--- src/rtl/mano_io_ctrl.sv ---
// Terminal I/O controller for the Mano machine: host FIFO -> INPR/FGI, OUTR/FGO -> tx stream.
// Build option MANO_IO_LOOPBACK_EN routes captured OUTR characters back into the input FIFO.
module mano_io_ctrl #(
  parameter int unsigned FIFO_AW = 2
) (
  input  logic       io_clock,
  input  logic       io_reset,
  input  logic [7:0] rx_data,
  input  logic       rx_valid,
  output logic       rx_ready,
  output logic [7:0] tx_data,
  output logic       tx_valid,
  input  logic       tx_ready,
  input  logic       cpu_fgi,
  input  logic       cpu_fgo,
  input  logic [7:0] cpu_outr,
  output logic [7:0] io_inpr,
  output logic       io_fgiset,
  output logic       io_fgoset
);

  localparam int unsigned DEPTH = 1 << FIFO_AW;
  localparam int unsigned CW    = FIFO_AW + 1;

  typedef enum logic [1:0] {I_IDLE, I_DRIVE, I_SET, I_WAIT} i_state_t;
  typedef enum logic [2:0] {O_IDLE, O_CAPT, O_SEND, O_SET, O_WAIT} o_state_t;

  i_state_t i_state, i_next;
  o_state_t o_state, o_next;

  logic [7:0]         mem [DEPTH];
  logic [FIFO_AW-1:0] wr_ptr, rd_ptr;
  logic [CW-1:0]      count, count_next;
  logic               empty, full, push, pop, lb_push, rx_block, tx_load;
  logic [7:0]         push_data;

  assign empty = (count == '0);
  assign full  = (count == CW'(DEPTH));

`ifdef MANO_IO_LOOPBACK_EN
  // Loopback owns the FIFO write port while capturing; rx is held off for that cycle.
  assign lb_push  = (o_state == O_CAPT) && !full;
  assign rx_block = (o_next == O_CAPT);
  assign tx_load  = 1'b0;
`else
  assign lb_push  = 1'b0;
  assign rx_block = 1'b0;
  assign tx_load  = (o_state == O_CAPT);
`endif

  assign push       = (rx_valid && rx_ready) || lb_push;
  assign push_data  = lb_push ? cpu_outr : rx_data;
  assign pop        = (i_state == I_IDLE) && !empty && !cpu_fgi;
  assign count_next = count + CW'(push) - CW'(pop);

  // Input side: hand one character at a time to INPR, then wait for the CPU to take it.
  always_comb begin
    i_next = i_state;
    case (i_state)
      I_IDLE:  if (pop) i_next = I_DRIVE;
      I_DRIVE: i_next = I_SET;
      I_SET:   i_next = I_WAIT;
      I_WAIT:  if (cpu_fgi) i_next = I_IDLE;
      default: i_next = I_IDLE;
    endcase
  end

  // Output side: each FGO clear captures OUTR, ships it, then raises FGO again.
  always_comb begin
    o_next = o_state;
    case (o_state)
      O_IDLE: if (!cpu_fgo) o_next = O_CAPT;
`ifdef MANO_IO_LOOPBACK_EN
      O_CAPT: if (!full) o_next = O_SET;
`else
      O_CAPT: o_next = O_SEND;
      O_SEND: if (tx_valid && tx_ready) o_next = O_SET;
`endif
      O_SET:   o_next = O_WAIT;
      O_WAIT:  if (cpu_fgo) o_next = O_IDLE;
      default: o_next = O_IDLE;
    endcase
  end

  always_ff @(posedge io_clock) begin
    if (io_reset) begin
      i_state   <= I_IDLE;
      o_state   <= O_SET;
      wr_ptr    <= '0;
      rd_ptr    <= '0;
      count     <= '0;
      rx_ready  <= 1'b1;
      io_inpr   <= 8'h00;
      io_fgiset <= 1'b0;
      io_fgoset <= 1'b0;
    end else begin
      i_state  <= i_next;
      o_state  <= o_next;
      count    <= count_next;
      rx_ready <= (count_next != CW'(DEPTH)) && !rx_block;
      if (push) wr_ptr <= wr_ptr + FIFO_AW'(1);
      if (pop) begin
        rd_ptr  <= rd_ptr + FIFO_AW'(1);
        io_inpr <= mem[rd_ptr];
      end
      io_fgiset <= (i_next == I_SET);
      // Lags O_SET by one cycle so the boot pass yields a pulse just after reset release.
      io_fgoset <= (o_state == O_SET);
    end
  end

  always_ff @(posedge io_clock) begin
    if (push) mem[wr_ptr] <= push_data;
  end

  always_ff @(posedge io_clock) begin
    if (io_reset) begin
      tx_valid <= 1'b0;
      tx_data  <= 8'h00;
    end else if (tx_load) begin
      tx_valid <= 1'b1;
      tx_data  <= cpu_outr;
    end else if (tx_valid && tx_ready) begin
      tx_valid <= 1'b0;
    end
  end

endmodule

--- config.mk ---
export PLATFORM = sky130hd
export DESIGN_NAME = mano_io_ctrl
export DESIGN_NICKNAME = d
export VERILOG_FILES = /design/src/rtl/mano_io_ctrl.sv
export SDC_FILE = /design/constraint.sdc
export NUM_CORES = 1
export LEC_CHECK = 0
export BUFFER_PORTS_ARGS = -buffer_cell sky130_fd_sc_hd__buf_2
export CAP_MARGIN = 30
export CORE_MARGIN = 1
export CORE_UTILIZATION = 52
export CTS_CLUSTER_SIZE = 40
export DETAILED_ROUTE_END_ITERATION = 6
export PLACE_DENSITY = 0.81
export SYNTH_ARGS = -nofsm -noshare
export SYNTH_HDL_FRONTEND = slang
export SYNTH_SLANG_ARGS = --single-unit
--- constraint.sdc ---
create_clock -name io_clock -period 3.1 [get_ports io_clock]
set_input_delay 0.62 -clock io_clock [delete_from_list [all_inputs] [get_ports io_clock]]
set_output_delay 0.62 -clock io_clock [all_outputs]
set_load 0.01 [all_outputs]
Word-level counts from Yosys, hierarchy flattened
Memory sizes are Yosys's and may differ from the RTL's. A register that Yosys moved wholly into a read port is not among the register bits.
Cells that the tools add are included.
{ "word_totals": {"ff_bits": 24, "latch_bits": 0, "mem_bits_rw": 32, "rom_bits": 0, "in_bits": 22, "output_inout_bits": 20, "word_cells": 49, "memories": 1} }
{ "classes": {"add_sub_neg": 4, "multipliers": 0, "div_mod_pow": 0, "magnitude_cmp": 0, "eq_ne": 12, "n_shift": 0, "mux": 11, "bitwise": 0, "reduce_logical": 11} }
{ "mem_list": {"columns": ["name", "depth", "word_bits", "read_ports", "rd_ports_with_merged_regs", "wr", "line_no", "source"], "rows": [
  ["mem", 4, 8, 1, 1, 1, "31", "logic [7:0] mem [DEPTH];"]
]} }
{ "op_table": {"columns": ["cell", "n"], "rows": [
  ["one-hot mux 3 bit (5 select lines)", 1],
  ["two-way mux 3 bit", 3],
  ["one-hot mux 2 bit (4 select lines)", 1],
  ["equality test 2 bit (second input constant)", 3],
  ["equality test 3 x 2 -> 1 bit (second input constant)", 2],
  ["zero test 3 bit", 2],
  ["inequality test 2 bit (second input constant)", 3],
  ["adder 2 x 1 -> 2 bit (second input constant)", 2],
  ["logical AND 1 bit", 4],
  ["two-way mux 1 bit", 4],
  ["two-way mux 2 bit", 2],
  ["adder 3 x 1 -> 3 bit", 1],
  ["equality test 3 x 1 -> 1 bit (second input constant)", 1],
  ["equality test 3 bit (second input constant)", 1],
  ["inequality test 3 bit (second input constant)", 1],
  ["AND reduction 3 bit", 1],
  ["subtractor 3 x 1 -> 3 bit", 1],
  ["equality test 2 x 1 -> 1 bit (second input constant)", 1],
  ["zero test 1 bit", 2],
  ["zero test 2 bit", 1],
  ["nonzero test 2 bit", 1]
]} }

Longest topological paths before layout
Gate-level depths: netlist (run 1).
{ "depth": {"ltp_word": 7, "mapped_depth": 10, "depth_no_buf": 9} }

Worst setup path before layout (run 1)
Ideal clock, no wire load.
{ "synth_path": {"kind": "input -> register", "startpoint": "input port cpu_fgi", "endpoint": "register rx_ready", "setup_time_ps": 117, "arrival_ps": 2354, "path_slack_ps": 629, "path_stages": 10, "cell_sequence": "or3_1 > buf_2 > nor2_2 > ha_1 > inv_1 > ha_1 > fa_1 > xor3_1 > nor2_1 > nand2_1"} }
{ "synth_via": {"elab_chain_cells": 4} }
{ "synth_lines": {"columns": ["item", "line_no", "source"], "rows": [
  ["start: declaration", "14", "input logic cpu_fgi,"],
  ["zero test 1 bit", "53", "assign pop = (i_state == I_IDLE) && !empty && !cpu_fgi;"],
  ["logical AND 1 bit", "53", null],
  ["via pop", "34", "logic empty, full, push, pop, lb_push, rx_block, tx_load;"],
  ["subtractor 3 x 1 -> 3 bit", "54", "assign count_next = count + CW'(push) - CW'(pop);"],
  ["inequality test 3 bit", "100", "rx_ready <= (count_next != CW'(DEPTH)) && !rx_block;"],
  ["end signal: assignment", "100", null],
  ["end: declaration", "10", "output logic rx_ready,"]
]} }
The timed path passes the listed nets, and every way through them passes these cells.
A chain may end at the register's enable or synchronous reset.

Worst setup path after layout (run 1)
{ "layout_path": {"startpoint": "register i_state[1]", "endpoint": "register rx_ready"} }
{ "layout_via": {"elab_chain_cells": 5} }
{ "layout_lines": {"columns": ["item", "line_no", "source"], "rows": [
  ["start: declaration", "28", "i_state_t i_state, i_next;"],
  ["start signal: assignment", "97", "i_state <= i_next;"],
  ["zero test 2 bit", "53", null],
  ["logical AND 1 bit (2 in series)", "53", null],
  ["via pop", "34", null],
  ["subtractor 3 x 1 -> 3 bit", "54", null],
  ["inequality test 3 bit", "100", null]
]} }
The timed path passes the listed nets, and every way through them passes these cells.

==> impl_metrics.py, run 1 <==
metrics = {
    "grt": {
        "grt_pass1_wl_um": 6560,
        "grt-ovfl-total": 0,
        "grt_usage_pct": 17.5,
        "antenna_found_initial": 0,
        "first_global_vias": 1450,
        "grt_max_degree": 31,
    },
    "worst_setup_path": {
        "reg2reg_from": "i_state[1]",
        "crit_required_ns": 3.31,
        "start_kind": "flip-flop",
        "reg2regPathDepth": 9,
        "ff2ff_setup_slack_ns": 0.67,
        "startpoint": "i_state[1]",
        "worstSetupPathType": "reg -> reg",
        "worstPathArrival_ns": 2.64,
        "r2r_end": "rx_ready",
        "cp-end-kind": "flip-flop",
        "crit_path_max_fanout": 11,
    },
    "finish": {
        "drive_above_1_share_pct": 29.4,
        "antenna_cells": 0,
        "nets": 255,
        "fillers": 341,
        "syn2layout_area_growth_pct": 16.5,
        "fin_util_pct": 64.7,
        "final_area_sq_um": 2900,
        "stdcell_count": 283,
    },
    "place": {
        "place_congestion": 0.695,
        "place_hpwl_um": 2690,
        "post_dp_cell_area_sq_um": 2710,
        "io_buffer_count": 41,
        "place_inst": 267,
    },
    "drt": {
        "dr.pass1.iters": 7,
        "wl_per_cell_um": 14.1,
        "routed_via_density": 5.33,
        "drc": 3,
        "routed_wl_um": 3980,
        "routed-via-count": 1508,
        "drtIter0Drc": 145,
        "ant_nets": 0,
    },
    "yosys": {
        "synth.distinct_cells": 31,
        "yosys-top-cells-area": "edfxtp_1 39%, dfxtp_1 26%, mux4_2 7.2%",
        "synth_flop_cell": "edfxtp_1",
        "synthTopCellsByCount": "32 x dfxtp_1, 32 x edfxtp_1, 16 x nor2_1",
        "postSynthCellCount": 181,
        "ys_ff_latch": 64,
        "ys_async_sr_fraction_pct": 0,
        "yosys.area.top_type_share_pct": 38.7,
        "synthesis.nets": 210,
        "yosys_warnings": 0,
        "synth.avg_cell_area_sq_um": 13.7,
        "synth_top_cell_by_area": "edfxtp_1",
        "synth_edf_count": 32,
        "ys_seq_area_share_pct": 64.4,
        "synth_area_sq_um": 2490,
    },
    "floorplan": {
        "die_x_um": 71.1,
        "floorplan.initialDensity_pct": 55.6,
        "num_rows": 24,
        "die_area_sq_um": 5060,
        "coreArea_sq_um": 4470,
        "io_pins": 42,
        "die_h_um": 71.1,
    },
    "timing": {
        "slew_headroom_pct": 56.3,
        "fin_crit_sh_pct": 78.3,
        "rsz0062_at_grt": "false",
        "maxSlewViolCount": 0,
        "tightest_slew_ns": 0.654,
        "fin_skew_ns": 0.00816,
        "fin_crit_ns": 2.43,
        "final.setup.tns_ns": 0,
        "max_freq_mhz": 412,
        "hold_viol": 0,
        "setup_viol": 0,
    },
    "power_and_ir_drop": {
        "power.leakage_nw": 1.13,
        "power.density_nw_per_um2": 808,
        "p_seq_share_pct": 47.7,
        "comb_power_share_pct": 23.8,
        "vdd.ir_drop.worst_mv": 0.401,
        "p_clk_share_pct": 28.6,
        "power.switching_mw": 0.685,
        "swShare_pct": 29.3,
        "p_int_mw": 1.66,
    },
    "clocking": {
        "post_cts_resized": 0,
        "ctsHoldBuffers": 0,
        "root_buffer": "clkbuf_8",
        "clk_pin_slew_ns": 0.07,
        "post-cts-setup-buffers": 0,
        "cts_sinks": 64,
        "worstSkewPairLatency_ns": 0.33,
        "cts_tree": "built",
        "cts_buffers": 9,
        "cts_buffer_depth": 2,
        "h-tree-depth": 3,
    },
    "job": {
        "cap_violations": 0,
    },
    "hold_path": {
        "hold_start": "io_inpr[5]",
        "hold_depth": 2,
        "hold_end": "io_inpr[5]",
        "worstHoldPathType": "reg -> reg",
    },
    "outcome": {
        "status": "finished with violations",
        "failed_checks": "DRC",
    },
}
worst max-delay path by stage:
stage / end / slack (ns) / cells past startpoint
after CTS: rx_ready / 0.67 / 9
after global placement: rx_ready / 0.43 / 10
after floorplan: rx_ready / 0.63 / 10
final: rx_ready / 0.67 / 9
after global routing: rx_ready / 0.52 / 9
after detailed placement: rx_ready / 0.38 / 10
metal layers:
layer / share of wire (%) / vias up / track usage, %
met3: 3.6 / 7 / 5.98
met5: 0 / - / 0
met1: 49 / 721 / 23.7
met2: 46 / 33 / 26.1
met4: 1.3 / 0 / 6.67
li1: - / 747 / -
worst max-delay path, stage by stage (launching register included):
cell	delay, ns
dfxtp_1	0.36
or3_1	0.53
nor2_2	0.16
ha_1	0.13
inv_1	0.04
ha_1	0.18
fa_1	0.36
xor3_1	0.36
nor2_1	0.12
nand2_1	0.08
power by group through the flow:
stage          Clock, mW  Combinational [mW]  Sequential [mW]
6_report           0.669               0.556             1.12
4_1_cts            0.686               0.560             1.12
2_1_floorplan          0               0.458             1.12
3_3_place_gp           0               0.546             1.13
3_5_place_dp           0               0.556             1.13
5_1_grt            0.722               0.626             1.13
flip-flops by register name, summed over array words and instances (netlist names):
name / cells
mem: 32
io_inpr: 8
tx_data: 8
count: 3
o_state: 3
i_state: 2
rd_ptr: 2
wr_ptr: 2
io_fgiset: 1
io_fgoset: 1
rx_ready: 1
tx_valid: 1
kinds of logic after synthesis:
family	Yosys count	share of synthesized area [%]
AOI/OAI and AO/OA	29	6.69
xor gates and xnor gates	3	1.66
adders and majority gates	7	3.82
buffers and inverters	17	3.77
DFF	64	64.4
muxes	16	10.5
and+or+nand+nor	45	9.16
placed cells by master, fill, tap and decap left out, drive strengths merged:
cell type and instances:
xor3 1, a31oi 2, a22oi 1, nand3 9, and3 4, nand2 4, a21oi 12, clkbuf 10
edfxtp 32, inv 8, o21ai 11, bufinv 1, nor2b 2, xnor2 2, clkinvlp 1, clkinv 4
ha 6, nand3b 2, nor3 2, or3 3, dfxtp 32, a311oi 1, nor3b 2, fa 1
buf 43, nor2 17, o31ai 1, mux4 8, mux2i 8, a31o 1
area by class of cell:
class	instances	area, sq um	area share, %
Clock buffer	10	128	4.41
Clock inverter	6	60.1	2.07
Inverter	8	30.0	1.04
Multi-Input combinational cell	100	791	27.3
Sequential cell	64	1600	55.3
Tap cell	52	65.1	2.25
Timing Repair Buffer	43	220	7.61
stage by stage:
| step | hold slack [ns] | total power [mW] | setup slack (ns) |
|---|---|---|---|
| 2_1_floorplan | 0.466 | 1.57 | 0.629 |
| 3_3_place_gp | 0.462 | 1.68 | 0.427 |
| 3_5_place_dp | 0.465 | 1.69 | 0.381 |
| 4_1_cts | 0.474 | 2.36 | 0.670 |
| 5_1_grt | 0.495 | 2.48 | 0.518 |
| 6_report | 0.473 | 2.34 | 0.673 |
(Power assumes the default switching activity.)
==> run 2: changes to the inputs <==
Clock period 3.1 ns to 2.3 ns, I/O delays scaled along.
==> run 2 against run 1 <==
Sequential power grew 34%. The run still ends with DRC left. Clock power increased by 47%. Via count grew 2.3%. Global-route usage increased by 1.5 points. Hold slack got worse by 0.12 ns.
==> impl_metrics.py, run 2 (same netlist as run 1, synthesis figures left out) <==
metrics = {
    "drt": {
        "ant_nets": 0,
        "routed_via_density": 5.40,
        "drtIter0Drc": 105,
        "wl_per_cell_um": 14.8,
        "routed_wl_um": 4240,
        "routed-via-count": 1543,
        "drc": 2,
        "dr.pass1.iters": 7,
    },
    "clocking": {
        "ctsHoldBuffers": 0,
        "post-cts-setup-buffers": 0,
        "cts_sinks": 64,
        "post_cts_resized": 0,
        "cts_buffer_depth": 2,
        "cts_buffers": 9,
        "root_buffer": "clkbuf_8",
        "worstSkewPairLatency_ns": 0.33,
        "clk_pin_slew_ns": 0.06,
        "cts_tree": "built",
        "h-tree-depth": 3,
    },
    "grt": {
        "grt_max_degree": 31,
        "grt-ovfl-total": 0,
        "first_global_vias": 1484,
        "antenna_found_initial": 0,
        "grt_usage_pct": 19.0,
        "grt_pass1_wl_um": 6960,
    },
    "finish": {
        "stdcell_count": 286,
        "layout_common_cells": "41 x buf_2, 32 x dfxtp_1, 32 x edfxtp_1",
        "top_regs": "mem (32), io_inpr (8), tx_data (8)",
        "drive_above_1_share_pct": 29.5,
        "mostFrequentLayoutCell": "buf_2",
        "nets": 258,
        "syn2layout_area_growth_pct": 18.0,
        "antenna_cells": 0,
        "largest_register": "mem",
        "fillers": 330,
        "largest_register_ffs": 32,
        "multi_input_comb_area_sq_um": 791,
        "seq_area_sq_um": 1600,
    },
    "power_and_ir_drop": {
        "vdd.ir_drop.worst_mv": 0.441,
        "power.density_nw_per_um2": 1110,
        "power.switching_mw": 0.913,
        "p_clk_share_pct": 30.2,
        "comb_power_share_pct": 23.8,
        "swShare_pct": 27.9,
        "power.leakage_nw": 1.15,
        "p_seq_share_pct": 46.0,
        "p_int_mw": 2.36,
    },
    "hold_path": {
        "worstHoldPathType": "in -> reg",
    },
    "timing": {
        "rsz0062_at_grt": "false",
        "hold_viol": 0,
        "fin_crit_sh_pct": 92.7,
        "slew_headroom_pct": 58.0,
        "fin_crit_ns": 2.13,
        "maxSlewViolCount": 0,
        "max_freq_mhz": 469,
        "final.setup.tns_ns": 0,
        "setup_viol": 0,
        "worst_slack_ns": 0.169,
        "tightest_slew_ns": 0.628,
        "fin_skew_ns": 0.00706,
    },
    "floorplan": {
        "floorplan.initialDensity_pct": 55.6,
        "io_pins": 42,
        "coreArea_sq_um": 4470,
        "die_h_um": 71.1,
        "die_x_um": 71.1,
        "num_rows": 24,
        "die_area_sq_um": 5060,
    },
    "worst_setup_path": {
        "crit_path_max_fanout": 6,
        "max_stage_delay_ns": 0.43,
        "crit_required_ns": 2.51,
        "cp-end-kind": "flip-flop",
        "crit_chain": "or3_1, nor2_2, ha_1, inv_1, ha_1, fa_1, xor3_1, nor2_1, nand2_1",
        "worstPathArrival_ns": 2.35,
        "crit_slowest_cell": "or3_1",
        "start_kind": "flip-flop",
        "crit_path_frequent_cell": "ha_1",
        "worstSetupPathType": "reg -> reg",
    },
    "place": {
        "place_congestion": 0.680,
        "place_hpwl_um": 2900,
        "pre_cts_slack_ns": 0.0148,
        "place_inst": 270,
        "io_buffer_count": 41,
    },
    "outcome": {
        "status": "finished with violations",
        "failed_checks": "DRC",
    },
    "job": {
        "cap_violations": 0,
    },
}
## run 2: cell count changes in the layout (fill, tap and decap cells not counted)
cell / delta
buf_4: +3
bufinv_16: +1
clkbuf_1: +2
clkinv_2: -1
clkinv_4: -1
clkinvlp_4: -1
## run 2: path summary, 6_finish.rpt
check / from / end / slack [ns] / cells past startpoint
max reg2reg: i_state[1] / rx_ready / 0.17 / 9
min: rx_data[7] / mem[2][7] / 0.35 / 1
min reg2reg: io_inpr[1] / io_inpr[1] / 0.47 / 2
max: i_state[1] / rx_ready / 0.17 / 9
## run 2: final cells by class
type | instances | area share (%)
Timing Repair Buffer | 46 | 8.27
Tap cell | 52 | 2.22
Clock inverter | 4 | 2.35
Sequential cell | 64 | 54.6
Inverter | 8 | 1.02
Clock buffer | 12 | 4.61
Multi-Input combinational cell | 100 | 27.0
## run 2: metrics by stage
stage	hold slack [ns]	util, %	area (sq um)	power, mW
after detailed placement	0.471	61.0	2730	2.30
final	0.353	65.6	2930	3.27
after CTS	0.338	65.6	2930	3.30
after global routing	0.336	65.6	2930	3.46
after global placement	0.460	61.0	2730	2.27
after floorplan	0.466	-	2490	2.13
## run 2: critical path: cells and delay by family (launching register included)
| family | cells | cell delay (ns) |
|---|---|---|
| buffers and inverters | 1 | 0.04 |
| xor gates and xnor gates | 1 | 0.18 |
| and+or+nand+nor | 4 | 0.75 |
| DFF | 1 | 0.36 |
| adders and majority gates | 3 | 0.69 |
## run 2: layer usage
layer  GRT usage, %  part of all wire, %  vias to the layer above
met5              0                    0                        -
met4           10.7                  2.3                        0
met3           5.56                  2.9                        9
met2           28.9                   49                       30
met1           24.5                   46                      745
li1               -                    -                      759
## run 2: power by group through the flow
stage	registers, mW	logic [mW]	clock network (mW)
after floorplan	1.50	0.622	0
after global placement	1.52	0.750	0
after detailed placement	1.53	0.775	0
after CTS	1.51	0.785	1.01
after global routing	1.53	0.869	1.06
final	1.50	0.779	0.986
